$ cat src/rtl/add_sched_pkg.sv
// add_sched_pkg: shared types and constants for the add_sched slice.
package add_sched_pkg;

   localparam int DATA_W = 16;

   localparam logic MODE_INT = 1'b0;
   localparam logic MODE_FP  = 1'b1;

   typedef enum logic {
      RUN   = 1'b0,
      DRAIN = 1'b1
   } state_t;

   // Owner of an op: the requesting port.
   typedef logic tag_t;

   // One stage of the in-flight tracker.
   typedef struct packed {
      logic valid;
      tag_t tag;
   } slot_t;

endpackage

$ cat src/rtl/add_sched_if.sv
// add_sched_if: request/response handshakes plus the shared adder hookup.
// slave  = the scheduler side, master = requesters/adder side.
interface add_sched_if;
   import add_sched_pkg::*;

   logic [1:0]        req_valid;
   logic [1:0]        req_ready;
   logic [1:0]        req_mode;
   logic [DATA_W-1:0] req_a0;
   logic [DATA_W-1:0] req_b0;
   logic [DATA_W-1:0] req_a1;
   logic [DATA_W-1:0] req_b1;

   logic [1:0]        rsp_valid;
   logic [1:0]        rsp_ready;
   logic [DATA_W-1:0] rsp_c0;
   logic [DATA_W-1:0] rsp_c1;

   logic              add_mode;
   logic              add_issue;
   logic [DATA_W-1:0] add_a;
   logic [DATA_W-1:0] add_b;
   logic [DATA_W-1:0] add_c;

   logic              busy;

   modport slave (
      input  req_valid, req_mode, req_a0, req_b0, req_a1, req_b1,
      input  rsp_ready, add_c,
      output req_ready, rsp_valid, rsp_c0, rsp_c1,
      output add_mode, add_issue, add_a, add_b, busy
   );

   modport master (
      output req_valid, req_mode, req_a0, req_b0, req_a1, req_b1,
      output rsp_ready, add_c,
      input  req_ready, rsp_valid, rsp_c0, rsp_c1,
      input  add_mode, add_issue, add_a, add_b, busy
   );

endinterface

$ cat src/rtl/add_rsp_fifo.sv
// add_rsp_fifo: per-port response buffer. FIFO ordered, exposes occupancy so
// the scheduler can count buffered results against the port's credit limit.
// The head entry is read combinationally and stays put until popped.
module add_rsp_fifo
   import add_sched_pkg::*;
#(
   parameter  int DEPTH = 2,
   localparam int OW    = $clog2(DEPTH + 1),
   localparam int PW    = (DEPTH > 1) ? $clog2(DEPTH) : 1
) (
   input  logic              clk,
   input  logic              rst,
   input  logic              wr_en,
   input  logic [DATA_W-1:0] wr_data,
   input  logic              rd_en,
   output logic [DATA_W-1:0] rd_data,
   output logic              rd_valid,
   output logic [OW-1:0]     occ
);

   logic [DATA_W-1:0] mem [DEPTH];
   logic [PW-1:0]     wr_ptr;
   logic [PW-1:0]     rd_ptr;
   logic              do_rd;

   function automatic logic [PW-1:0] bump(input logic [PW-1:0] p);
      return (p == PW'(DEPTH - 1)) ? '0 : p + 1'b1;
   endfunction

   assign rd_valid = (occ != '0);
   assign do_rd    = rd_en & rd_valid;
   assign rd_data  = mem[rd_ptr];

   // Storage, pointers and occupancy; reset clears data so the head reads 0.
   always_ff @(posedge clk or negedge rst) begin
      if (!rst) begin
         for (int k = 0; k < DEPTH; k++) mem[k] <= '0;
         wr_ptr <= '0;
         rd_ptr <= '0;
         occ    <= '0;
      end else begin
         if (wr_en) begin
            mem[wr_ptr] <= wr_data;
            wr_ptr      <= bump(wr_ptr);
         end
         if (do_rd) rd_ptr <= bump(rd_ptr);
         occ <= occ + OW'(wr_en) - OW'(do_rd);
      end
   end

endmodule

$ cat src/rtl/add_sched.sv
// add_sched: round-robin sharing of one int/fp16 adder between two ports.
// Mode changes wait for the adder pipeline to empty because its stage
// registers are gated by mode. Results are routed back by tag into
// per-port response FIFOs; credits (in flight + buffered) bound each port.
// Optional: define ADD_SCHED_STATS_EN for stat_ops / stat_drain counters.
module add_sched
   import add_sched_pkg::*;
#(
   parameter int ADD_LAT   = 4,
   parameter int RSP_DEPTH = 2
) (
   input  logic        clk,
   input  logic        rst,
   add_sched_if.slave  bus
`ifdef ADD_SCHED_STATS_EN
   ,
   output logic [31:0] stat_ops,
   output logic [31:0] stat_drain
`endif
);

   localparam int CW = $clog2(RSP_DEPTH + 1);
   localparam int SW = CW + 1;

   state_t state, state_d;
   logic   cur_mode, cur_mode_d;
   logic   pend_mode, pend_mode_d;
   logic   last;
   logic   win;
   logic   acc;
   logic   pipe_empty;
   logic [1:0] elig;

   // pipe[0] is the issue stage; pipe[ADD_LAT] lines up with a valid add_c.
   slot_t pipe [ADD_LAT:0];
   slot_t head;

   logic [DATA_W-1:0]      add_a_q;
   logic [DATA_W-1:0]      add_b_q;
   logic [1:0][CW-1:0]     inflight;
   logic [1:0][CW-1:0]     occ;
   logic [1:0]             ret;
   logic [1:0]             rd;
   logic [1:0]             rvld;
   logic [1:0][DATA_W-1:0] rdata;

   assign head = pipe[ADD_LAT];

   // A port may request only while it still holds a free result slot.
   always_comb begin
      elig = '0;
      for (int i = 0; i < 2; i++)
         elig[i] = bus.req_valid[i] &&
                   ((SW'(inflight[i]) + SW'(occ[i])) < SW'(RSP_DEPTH));
   end

   // Pipeline is empty when no stage, including issue, holds an op.
   always_comb begin
      pipe_empty = 1'b1;
      for (int k = 0; k <= ADD_LAT; k++)
         if (pipe[k].valid) pipe_empty = 1'b0;
   end

   // Round-robin: on contention the port that did not win last goes next.
   assign win = (elig == 2'b11) ? ~last : elig[1];

   // Next state and accept decision. A mode mismatch behind live ops parks
   // the winner's mode and drains; nobody else is served meanwhile.
   always_comb begin
      state_d     = state;
      cur_mode_d  = cur_mode;
      pend_mode_d = pend_mode;
      acc         = 1'b0;
      case (state)
         RUN: begin
            if (|elig) begin
               if (bus.req_mode[win] == cur_mode) begin
                  acc = 1'b1;
               end else if (pipe_empty) begin
                  cur_mode_d = bus.req_mode[win];
                  acc        = 1'b1;
               end else begin
                  state_d     = DRAIN;
                  pend_mode_d = bus.req_mode[win];
               end
            end
         end
         DRAIN: begin
            if (pipe_empty) begin
               state_d    = RUN;
               cur_mode_d = pend_mode;
            end
         end
         default: state_d = RUN;
      endcase
      // Nothing handshakes while reset is held.
      if (!rst) acc = 1'b0;
   end

   // FSM and mode registers.
   always_ff @(posedge clk or negedge rst) begin
      if (!rst) begin
         state     <= RUN;
         cur_mode  <= MODE_INT;
         pend_mode <= MODE_INT;
      end else begin
         state     <= state_d;
         cur_mode  <= cur_mode_d;
         pend_mode <= pend_mode_d;
      end
   end

   // Issue stage, tag pipeline and arbitration pointer.
   always_ff @(posedge clk or negedge rst) begin
      if (!rst) begin
         for (int k = 0; k <= ADD_LAT; k++) pipe[k] <= '0;
         add_a_q <= '0;
         add_b_q <= '0;
         last    <= 1'b1;
      end else begin
         pipe[0].valid <= acc;
         pipe[0].tag   <= win;
         for (int k = 1; k <= ADD_LAT; k++) pipe[k] <= pipe[k-1];
         if (acc) begin
            last    <= win;
            add_a_q <= win ? bus.req_a1 : bus.req_a0;
            add_b_q <= win ? bus.req_b1 : bus.req_b0;
         end
      end
   end

   // In-flight counts: +1 on accept, -1 on retire, net when both happen.
   always_ff @(posedge clk or negedge rst) begin
      if (!rst) begin
         inflight <= '0;
      end else begin
         for (int i = 0; i < 2; i++)
            inflight[i] <= inflight[i]
                         + CW'(acc && (win == tag_t'(i)))
                         - CW'(ret[i]);
      end
   end

   // Per-port retire routing and response buffers.
   for (genvar i = 0; i < 2; i++) begin : g_port
      assign ret[i] = head.valid && (head.tag == tag_t'(i));
      assign rd[i]  = rvld[i] & bus.rsp_ready[i];

      add_rsp_fifo #(.DEPTH(RSP_DEPTH)) u_fifo (
         .clk      (clk),
         .rst      (rst),
         .wr_en    (ret[i]),
         .wr_data  (bus.add_c),
         .rd_en    (rd[i]),
         .rd_data  (rdata[i]),
         .rd_valid (rvld[i]),
         .occ      (occ[i])
      );
   end

   assign bus.req_ready = acc ? (win ? 2'b10 : 2'b01) : 2'b00;
   assign bus.add_issue = pipe[0].valid;
   assign bus.add_mode  = cur_mode;
   assign bus.add_a     = add_a_q;
   assign bus.add_b     = add_b_q;
   assign bus.rsp_valid = rvld;
   assign bus.rsp_c0    = rdata[0];
   assign bus.rsp_c1    = rdata[1];
   assign bus.busy      = (|inflight) | (|occ);

`ifdef ADD_SCHED_STATS_EN
   // Saturating counters: accepted ops and cycles spent draining.
   always_ff @(posedge clk or negedge rst) begin
      if (!rst) begin
         stat_ops   <= '0;
         stat_drain <= '0;
      end else begin
         if (acc && (stat_ops != '1))               stat_ops   <= stat_ops + 32'd1;
         if ((state == DRAIN) && (stat_drain != '1)) stat_drain <= stat_drain + 32'd1;
      end
   end
`endif

endmodule

$ cat src/flat_wrapper.sv
// flat-port wrapper written by rule: the top's interface ports become plain ports
module add_sched_flat import add_sched_pkg::*;
#(
   parameter int ADD_LAT   = 4,
   parameter int RSP_DEPTH = 2
)
  (clk, rst, bus_req_valid, bus_req_mode, bus_req_a0, bus_req_b0, bus_req_a1, bus_req_b1, bus_rsp_ready, bus_add_c, bus_req_ready, bus_rsp_valid, bus_rsp_c0, bus_rsp_c1, bus_add_mode, bus_add_issue, bus_add_a, bus_add_b, bus_busy);
  add_sched_if bus_i ();
  input  logic clk;
  input  logic rst;
  input wire logic [$bits(bus_i.req_valid)-1:0] bus_req_valid;
  input wire logic [$bits(bus_i.req_mode)-1:0] bus_req_mode;
  input wire logic [$bits(bus_i.req_a0)-1:0] bus_req_a0;
  input wire logic [$bits(bus_i.req_b0)-1:0] bus_req_b0;
  input wire logic [$bits(bus_i.req_a1)-1:0] bus_req_a1;
  input wire logic [$bits(bus_i.req_b1)-1:0] bus_req_b1;
  input wire logic [$bits(bus_i.rsp_ready)-1:0] bus_rsp_ready;
  input wire logic [$bits(bus_i.add_c)-1:0] bus_add_c;
  output wire logic [$bits(bus_i.req_ready)-1:0] bus_req_ready;
  output wire logic [$bits(bus_i.rsp_valid)-1:0] bus_rsp_valid;
  output wire logic [$bits(bus_i.rsp_c0)-1:0] bus_rsp_c0;
  output wire logic [$bits(bus_i.rsp_c1)-1:0] bus_rsp_c1;
  output wire logic [$bits(bus_i.add_mode)-1:0] bus_add_mode;
  output wire logic [$bits(bus_i.add_issue)-1:0] bus_add_issue;
  output wire logic [$bits(bus_i.add_a)-1:0] bus_add_a;
  output wire logic [$bits(bus_i.add_b)-1:0] bus_add_b;
  output wire logic [$bits(bus_i.busy)-1:0] bus_busy;
  assign bus_i.req_valid = bus_req_valid;
  assign bus_i.req_mode = bus_req_mode;
  assign bus_i.req_a0 = bus_req_a0;
  assign bus_i.req_b0 = bus_req_b0;
  assign bus_i.req_a1 = bus_req_a1;
  assign bus_i.req_b1 = bus_req_b1;
  assign bus_i.rsp_ready = bus_rsp_ready;
  assign bus_i.add_c = bus_add_c;
  assign bus_req_ready = bus_i.req_ready;
  assign bus_rsp_valid = bus_i.rsp_valid;
  assign bus_rsp_c0 = bus_i.rsp_c0;
  assign bus_rsp_c1 = bus_i.rsp_c1;
  assign bus_add_mode = bus_i.add_mode;
  assign bus_add_issue = bus_i.add_issue;
  assign bus_add_a = bus_i.add_a;
  assign bus_add_b = bus_i.add_b;
  assign bus_busy = bus_i.busy;
  add_sched #(.ADD_LAT(ADD_LAT), .RSP_DEPTH(RSP_DEPTH)) u_core (.clk(clk), .rst(rst), .bus(bus_i));
endmodule
$ cat config.mk
export PLATFORM = sky130hd
export DESIGN_NAME = add_sched_flat
export DESIGN_NICKNAME = d
export VERILOG_FILES = /design/src/rtl/add_sched_pkg.sv /design/src/rtl/add_sched_if.sv /design/src/rtl/add_rsp_fifo.sv /design/src/rtl/add_sched.sv /design/src/flat_wrapper.sv
export SDC_FILE = /design/constraint.sdc
export NUM_CORES = 1
export LEC_CHECK = 0
export CAP_MARGIN = 10
export CELL_PAD_IN_SITES_DETAIL_PLACEMENT = 2
export CELL_PAD_IN_SITES_GLOBAL_PLACEMENT = 2
export CORE_ASPECT_RATIO = 1.75
export CORE_MARGIN = 5
export CORE_UTILIZATION = 29
export DETAILED_ROUTE_END_ITERATION = 10
export GPL_TIMING_DRIVEN = 0
export HOLD_SLACK_MARGIN = 0.15
export PLACE_DENSITY_LB_ADDON = 0.1
export SETUP_SLACK_MARGIN = 0.02
export SLEW_MARGIN = 5
export SYNTH_ARGS = -nofsm -noshare
export SYNTH_HDL_FRONTEND = slang
export SYNTH_SLANG_ARGS = --single-unit
export TNS_END_PERCENT = 10
$ cat constraint.sdc
create_clock -name clk -period 2.6 [get_ports clk]
set_input_delay 0.39 -clock clk [delete_from_list [all_inputs] [get_ports clk]]
set_output_delay 0.39 -clock clk [all_outputs]
set_load 0.05 [all_outputs]
# After elaboration in Yosys (flattened, before gate mapping)
# Cells that the tools add are included.
# Widths: inputs -> output; s select.
[classes] n_addsub=14 n_lt_le_gt_ge=9 eq_ne=6 n_mux=42 bitwise=15 n_reduce_logical=15
[op_table] operator="$mux 16" count=10
[op_table] operator="$bwmux 32" count=2
[op_table] operator="$demux 16 s1" count=2
[op_table] operator="$mux 1" count=24
[op_table] operator="$add 2x1->2" count=4
[op_table] operator="$ge 2x2->1 const B" count=4
[op_table] operator="$logic_and 1x1->1" count=8
[op_table] operator="$not 1->2" count=4
[op_table] operator="$reduce_and 4->1" count=2
[op_table] operator="$reduce_or 4->1" count=2
[op_table] operator="$sub 2x1->2" count=4
[op_table] operator="$add 2x2->3" count=2
[op_table] operator="$lt 3x2->1 const B" count=2
[op_table] operator="$not 1->1" count=6
[op_table] operator="$add 1x1->1 const B" count=4
[op_table] operator="$and 1x1->1" count=4
[op_table] operator="$lt 2x1->1 const B" count=2
[op_table] operator="$mux 2" count=2
[op_table] operator="$ne 2x1->1 const B" count=2
[op_table] operator="$ne 2x2->1 const B" count=2
[op_table] operator="$pmux 1 s2" count=2
[op_table] operator="$reduce_bool 2->1" count=2
[op_table] operator="$eq 2x2->1 const B" count=1
[op_table] operator="$lt 1x2->1 const B" count=1
[op_table] operator="other kinds (3)" count=3
[word_totals] ff_bits=122 input_bits=88 output_inout_bits=71 word_cells=129

# Depth between registers and ports, before layout
# Gate-level depths: netlist of run 1.
[depth] word_depth=15 mapped_depth=11

# By module
# From an unflattened synthesis of run 1, not the netlist that was laid out.
[hier_totals] cells_unflattened=378 area_unflattened_um2=5684.2
[modules_own_cells] mod="add_rsp_fifo" instances=2 cells_each=101 area_each_um2=1625.3 seq_area_each_um2=900.9
[modules_own_cells] mod="add_sched" instances=1 cells_each=176 area_each_um2=2433.6 seq_area_each_um2=1252.5

# Worst setup path after synthesis of run 1
# No wires, ideal clock.
[synth_path] path_kind="reg-to-reg" from="reg u_core.g_port[0].u_fifo.occ[0]" to="reg u_core.inflight[3] in the netlist's numbering" t_arrival_ns=5.165 path_slack_ns=-2.645 stages_incl_launch_ff=11 n_path_buf=0 path_cell_list="dfrtp_1 > inv_1 > nor2_1 > fa_1 > or3b_2 > a21oi_1 > nand2_1 > a2111oi_0 > ha_1 > xnor2_1 > xnor2_1"
[synth_via] elab_chain_cells=15 word_cells_on_any_way=16
[synth_rtl] element="start, declared" line="add_rsp_fifo.sv:18" text="output logic [OW-1:0] occ"
[synth_rtl] element="start signal, assigned" line="add_rsp_fifo.sv:47" text="occ <= occ + OW'(wr_en) - OW'(do_rd);"
[synth_rtl] element="$add 2x2->3 (*)" line="add_sched.sv:54" text="((SW'(inflight[i]) + SW'(occ[i])) < SW'(RSP_DEPTH));"
[synth_rtl] element="$lt 3x2->1 (*)" line="add_sched.sv:54"
[synth_rtl] element="$logic_and 1x1->1 (*)" line="add_sched.sv:53" text="elig[i] = bus.req_valid[i] &&"
[synth_rtl] element="$eq 2x2->1" line="add_sched.sv:65" text="assign win = (elig == 2'b11) ? ~last : elig[1];"
[synth_rtl] element="$mux 1" line="add_sched.sv:65"
[synth_rtl] element="$mux 1 (not written as such) (2 in a row)" line="add_sched.sv:77" text="if (bus.req_mode[win] == cur_mode) begin"
[synth_rtl] element="$eq 1x1->1" line="add_sched.sv:77"
[synth_rtl] element="$mux 1" line="add_sched.sv:77"
[synth_rtl] element="$mux 1" line="add_sched.sv:76" text="if (|elig) begin"
[synth_rtl] element="$mux 1" line="add_sched.sv:74" text="case (state)"
[synth_rtl] element="$mux 1" line="add_sched.sv:97" text="if (!rst) acc = 1'b0;"
[synth_rtl] element="$logic_and 1x1->1 (*)" line="add_sched.sv:139" text="+ CW'(acc && (win == tag_t'(i)))"
[synth_rtl] element="$add 2x1->2 (*)" line="add_sched.sv:139"
[synth_rtl] element="$sub 2x1->2 (*)" line="add_sched.sv:140" text="- CW'(ret[i]);"
[synth_rtl] element="end signal, assigned by index" line="add_sched.sv:138" text="inflight[i] <= inflight[i]"
[synth_rtl] element="end, declared" line="add_sched.sv:40" text="logic [1:0][CW-1:0] inflight;"
# Every way passes the cells marked *; elsewhere a longest branch is shown, timed or not. The select of a mux whose other input is x is not followed.
# A chain may end at the register's enable or synchronous reset.

# Worst setup path after layout of run 1
[layout_path] from="reg u_core.inflight[2] in the netlist's numbering" to="out bus_req_ready[0]"
[layout_via] elab_chain_cells=13 word_cells_on_any_way=15
[layout_rtl] element="$add 2x2->3 (*)" line="add_sched.sv:54"
[layout_rtl] element="$lt 3x2->1 (*)" line="add_sched.sv:54"
[layout_rtl] element="$logic_and 1x1->1 (*)" line="add_sched.sv:53"
[layout_rtl] element="$eq 2x2->1" line="add_sched.sv:65"
[layout_rtl] element="$mux 1" line="add_sched.sv:65"
[layout_rtl] element="$mux 1 (not written as such) (2 in a row)" line="add_sched.sv:77"
[layout_rtl] element="$eq 1x1->1" line="add_sched.sv:77"
[layout_rtl] element="$mux 1" line="add_sched.sv:77"
[layout_rtl] element="$mux 1" line="add_sched.sv:76"
[layout_rtl] element="$mux 1" line="add_sched.sv:74"
[layout_rtl] element="$mux 1" line="add_sched.sv:97"
[layout_rtl] element="$mux 2 (*)" line="add_sched.sv:161" text="assign bus.req_ready = acc ? (win ? 2'b10 : 2'b01) : 2'b00;"
[layout_rtl] element="end, declared" line="flat_wrapper.sv:19" text="output wire logic [$bits(bus_i.req_ready)-1:0] bus_req_ready;"
# Marks and branches as above.

==> implementation parameters, run 1 <==
Parameter                              Value

Critical path
  Slack of the worst reg-to-reg path ... -0.39 ns
  Required time of the critical path ... between 2 and 2.5 ns
  CP Class ... reg -> out
  Critical Path Max Stage Delay ... 0.47 ns
  Critical Path Source ... u_core.inflight[2]$_DFF_PN0_
  CP endpoint kind ... output pin
  Critical path startpoint category ... flop
  Crit path max-delay cell type ... sky130_fd_sc_hd__or3b_4
  Top fanout value on the critical path ... 5
  Reg-to-Reg Start ... u_core.inflight[2]$_DFF_PN0_
  Critical Path AT ... about 2.6 ns
  Worst-path cell chain ... inv_2 -> nor2_4 -> fa_1 -> or3b_4 -> a21oi_4 -> nand2_4 -> a211oi_4 -> buf_6

Routing
  Vias after detailed routing ... approximately 3,800
  Post-DR vias/cell ... roughly 4.6
  Post-Route WL ... approximately 16 mm
  Routed len/inst ... 19.1 um
  First DRT Iteration DRCs ... 110
  Post-detailed-route DRC marker count ... 0
  Antenna Nets Post-Route ... 0
  Drt first pass iters ... 4

Pwr
  Max rail drop VDD ... approximately 0.72 mV
  Cell Int Power ... around 7500 uW
  Sw power ... about 5600 uW
  Sequential fraction of design power ... approximately 26%
  Power Density ... ~1600 nW/um2
  Logic gate share of total power ... roughly 56%
  Lkg Pwr ... approximately 0.0035 uW
  Switching Share ... 42.5%
  Clock share of power ... roughly 18%

Run status
  Failing checks ... setup timing
  Status ... complete, but fails checks

Timing
  Final critical-path required period ... 3.00 ns
  Maximum frequency from static timing analysis ... approximately 0.33 GHz
  Worst Max-Slew Pin Slew ... 0.774 ns
  Worst slew margin relative to its limit ... 48.4%
  Final Hold Viols ... 0
  Worst Setup Slack, final ... -0.399 ns
  Crit share post-route ... 115%
  Number of pins with negative max-slew slack in the final report ... 0
  Worst clock skew on the final layout ... roughly 0.014 ns
  Final count of negative-setup-slack endpoints ... 36
  RSZ-0062 raised after global routing ... yes

Die
  Total die area ... 22,100 um2
  Core area ... 19,000 um2
  Die W ... 115 um
  Number of cell rows ... 67
  Initial Utilization ... a little under 30%
  Height of the die ... 193 um
  I/O pin cnt ... about 160

Logic synthesis
  Number of instances in the synthesized netlist ... 379
  Post-synthesis cell type count ... 37
  Cell area after technology mapping ... 5550 um2
  Net Count, Synth ... roughly 480
  Count of flip-flops with a built-in enable after synthesis ... 0
  Ys flop type ... sky130_fd_sc_hd__dfrtp_1
  FFs w/ async S/R, synth ... 100%
  Commonest cells post-synth ... 153 x sky130_fd_sc_hd__mux2_2, 121 x sky130_fd_sc_hd__dfrtp_1, 11 x sky130_fd_sc_hd__clkbuf_1
  Top cells by area in the synthesized netlist ... sky130_fd_sc_hd__dfrtp_1 55%, sky130_fd_sc_hd__mux2_2 31%, sky130_fd_sc_hd__ha_1 1.8%, sky130_fd_sc_hd__mux2_1 1.4%, sky130_fd_sc_hd__xnor2_1 1.3%
  Sequential cell area fraction in the yosys report ... between 50% and 60%
  Top cell type's share of synthesized area ... 54.5%
  Most instantiated library cell after synthesis ... sky130_fd_sc_hd__mux2_2
  Mean cell area of the mapped netlist ... between 10 and 15 um2
  Biggest area consumer among synthesized cells ... sky130_fd_sc_hd__dfrtp_1
  #FFs+latches synth ... roughly 120
  Number of warnings reported in the yosys synthesis log ... 0

Finish
  Fraction of layout cells with a size suffix above 1 ... between 40% and 50%
  Post-route core utilization ... a little over two fifths
  Diode count ... 0
  Net total in the final layout ... ~670
  Area growth, synth to finish ... 49.8%

Clock tree
  Buffer levels on the longest clock path ... 2
  Clock tree sinks ... between 100 and 150
  Clock transition time at the flip-flop clock pins of the worst setup and hold paths ... 0.05 ns
  Clock Tree Root ... sky130_fd_sc_hd__clkbuf_16
  Clock tree from TritonCTS ... built
  Clock insertion delay at the later pin of the skew report ... roughly 0.4 ns
  TritonCTS Buffers ... 17
  H-Tree Level Count ... 4

Placed design
  Port Buffers ... 158
  GPL Wtd Cong ... a little over 0.7
  Hpwl dp ... ~12 mm
  Worst setup slack before clock tree synthesis ... -1.25 ns

Global routing
  Pin count of the biggest net entering global routing ... between 90 and 100
  Tot GR Track Use ... between 10 and 15%
  Overall overflow remaining after global route ... 0
  Global-route wire length before repair ... approximately 25 mm
  Vias in the first global route ... about 4,500
  Initial antenna violation count ... 0

Flow run
  Count of maximum capacitance violations ... 0

Worst hold path
  Origin of the worst min-delay path ... u_core.pipe[6]$_DFF_PN0_
  Worst Hold Class ... reg -> reg
==> cell type report <==
cell class / instances / area, um2
Clock buffer: 22 / 454
Timing Repair Buffer: 177 / 1740
Buffer: 17 / 125
Fill cell: 1883 / 10700
Tap cell: 241 / 302
Inverter: 10 / 37.5
Clock inverter: 9 / 123
Sequential cell: 122 / 3060
Multi-Input combinational cell: 228 / 2480
==> critical path: cells and delay by family (launching register included) <==
family,cells,cell delay [ns]
AOI/OAI and AO/OA,2,0.48
adders and majority gates,1,0.45
DFF,1,0.38
buffers and inverters,2,0.28
and+or+nand+nor,3,0.60
==> path summary, 6_finish.rpt <==
check | to | cells past startpoint
worst min register to register | u_core.head[0]$_DFF_PN0_ | 0
min in group asynchronous | u_core.g_port[1].u_fifo.mem[3]$_DFFE_PN0P_ | 2
worst max-delay path | bus_req_ready[0] | 8
max in group asynchronous | u_core.g_port[1].u_fifo.mem[14]$_DFFE_PN0P_ | 3
worst max register to register | u_core.bus.add_b[13]$_DFFE_PN0N_ | 12
worst min-delay path | u_core.head[0]$_DFF_PN0_ | 0
==> through the flow <==
step | TNS, ns | area [um2] | hold WS (ns) | power (uW) | std cells
after floorplan | -6.79 | 5630 | 0.0944 | 8380 | 379
after global placement | -659.98 | 7510 | 0.335 | 10500 | 778
after detailed placement | -35.22 | 7540 | 0.307 | 10700 | 779
after CTS | -17.69 | 8210 | 0.347 | 13200 | 816
after global routing | -18.47 | 8320 | 0.352 | 13900 | 826
final | -12.71 | 8320 | 0.346 | 13100 | 826
==> power groups by stage <==
stage / sequential [uW] / clock [uW] / combinational, uW
final: 3380 / 2340 / 7420
after global routing: 3500 / 2500 / 7890
after CTS: 3400 / 2420 / 7340
after detailed placement: 3390 / 0 / 7330
after global placement: 3310 / 0 / 7210
after floorplan: 4170 / 0 / 4210
==> state kept, by name, summed over array words and instances (netlist names) <==
signal                       count
u_core.bus.add_a                16
u_core.inflight                  4
u_core.bus.add_issue             1
u_core.g_port.u_fifo.rd_ptr      2
u_core.g_port.u_fifo.mem        64
u_core.g_port.u_fifo.occ         4
u_core.bus.add_b                16
u_core.bus.add_mode              1
u_core.pipe                      7
u_core.head                      2
u_core.pend_mode                 1
u_core.g_port.u_fifo.wr_ptr      2
u_core.last                      1
u_core.state                     1
==> routing by layer <==
layer | track usage [%] | share of wire, %
met5 | 0 | 0
met2 | 26.8 | 56
met4 | 5.08 | 1.1
met3 | 6.00 | 8.3
met1 | 15.0 | 34
==> repair_timing <==
action,4_1_cts,5_1_grt
buffers inserted,6,11
gates resized for setup,48,6
endpoints found under the setup margin,76,44
hold buffers,1,0
pin swaps,4,8
endpoints found under the hold margin,28,0
==> layout by cell type, fill, tap and decap left out, types with 5 or more instances in the layout <==
master and instances:
sky130_fd_sc_hd__buf_4 18, sky130_fd_sc_hd__buf_6 6, sky130_fd_sc_hd__clkbuf_1 10, sky130_fd_sc_hd__clkbuf_16 17, sky130_fd_sc_hd__clkdlybuf4s50_1 136, sky130_fd_sc_hd__clkinv_2 5
sky130_fd_sc_hd__dfrtp_1 120, sky130_fd_sc_hd__dlygate4sd2_1 18, sky130_fd_sc_hd__ha_1 6, sky130_fd_sc_hd__inv_1 8, sky130_fd_sc_hd__mux2_1 7, sky130_fd_sc_hd__mux2_2 153
sky130_fd_sc_hd__xnor2_1 6, sky130_fd_sc_hd__xor2_1 6
==> cells by family after synthesis <==
family | share of synthesized area (%)
multiplexers | 32.5
flip-flops | 55.0
buffers and inverters | 2.57
AND/OR/NAND/NOR | 3.16
AO/OA/AOI/OAI | 2.07
XOR/XNOR | 2.21
adder cells (fa/ha/maj) | 2.52
No activity file was read; power rests on OpenSTA's default activity.
==> inputs of run 2 (changes only) <==
--- a/config.mk
+++ b/config.mk
@@ -5,7 +5,7 @@
 export SDC_FILE = /design/constraint.sdc
 export NUM_CORES = 1
 export LEC_CHECK = 0
-export CAP_MARGIN = 10
+export CAP_MARGIN = 20
 export CELL_PAD_IN_SITES_DETAIL_PLACEMENT = 2
 export CELL_PAD_IN_SITES_GLOBAL_PLACEMENT = 2
 export CORE_ASPECT_RATIO = 1.75
==> results of run 2 <==
No change in the layout: final DEF, timing and power equal those of run 1.
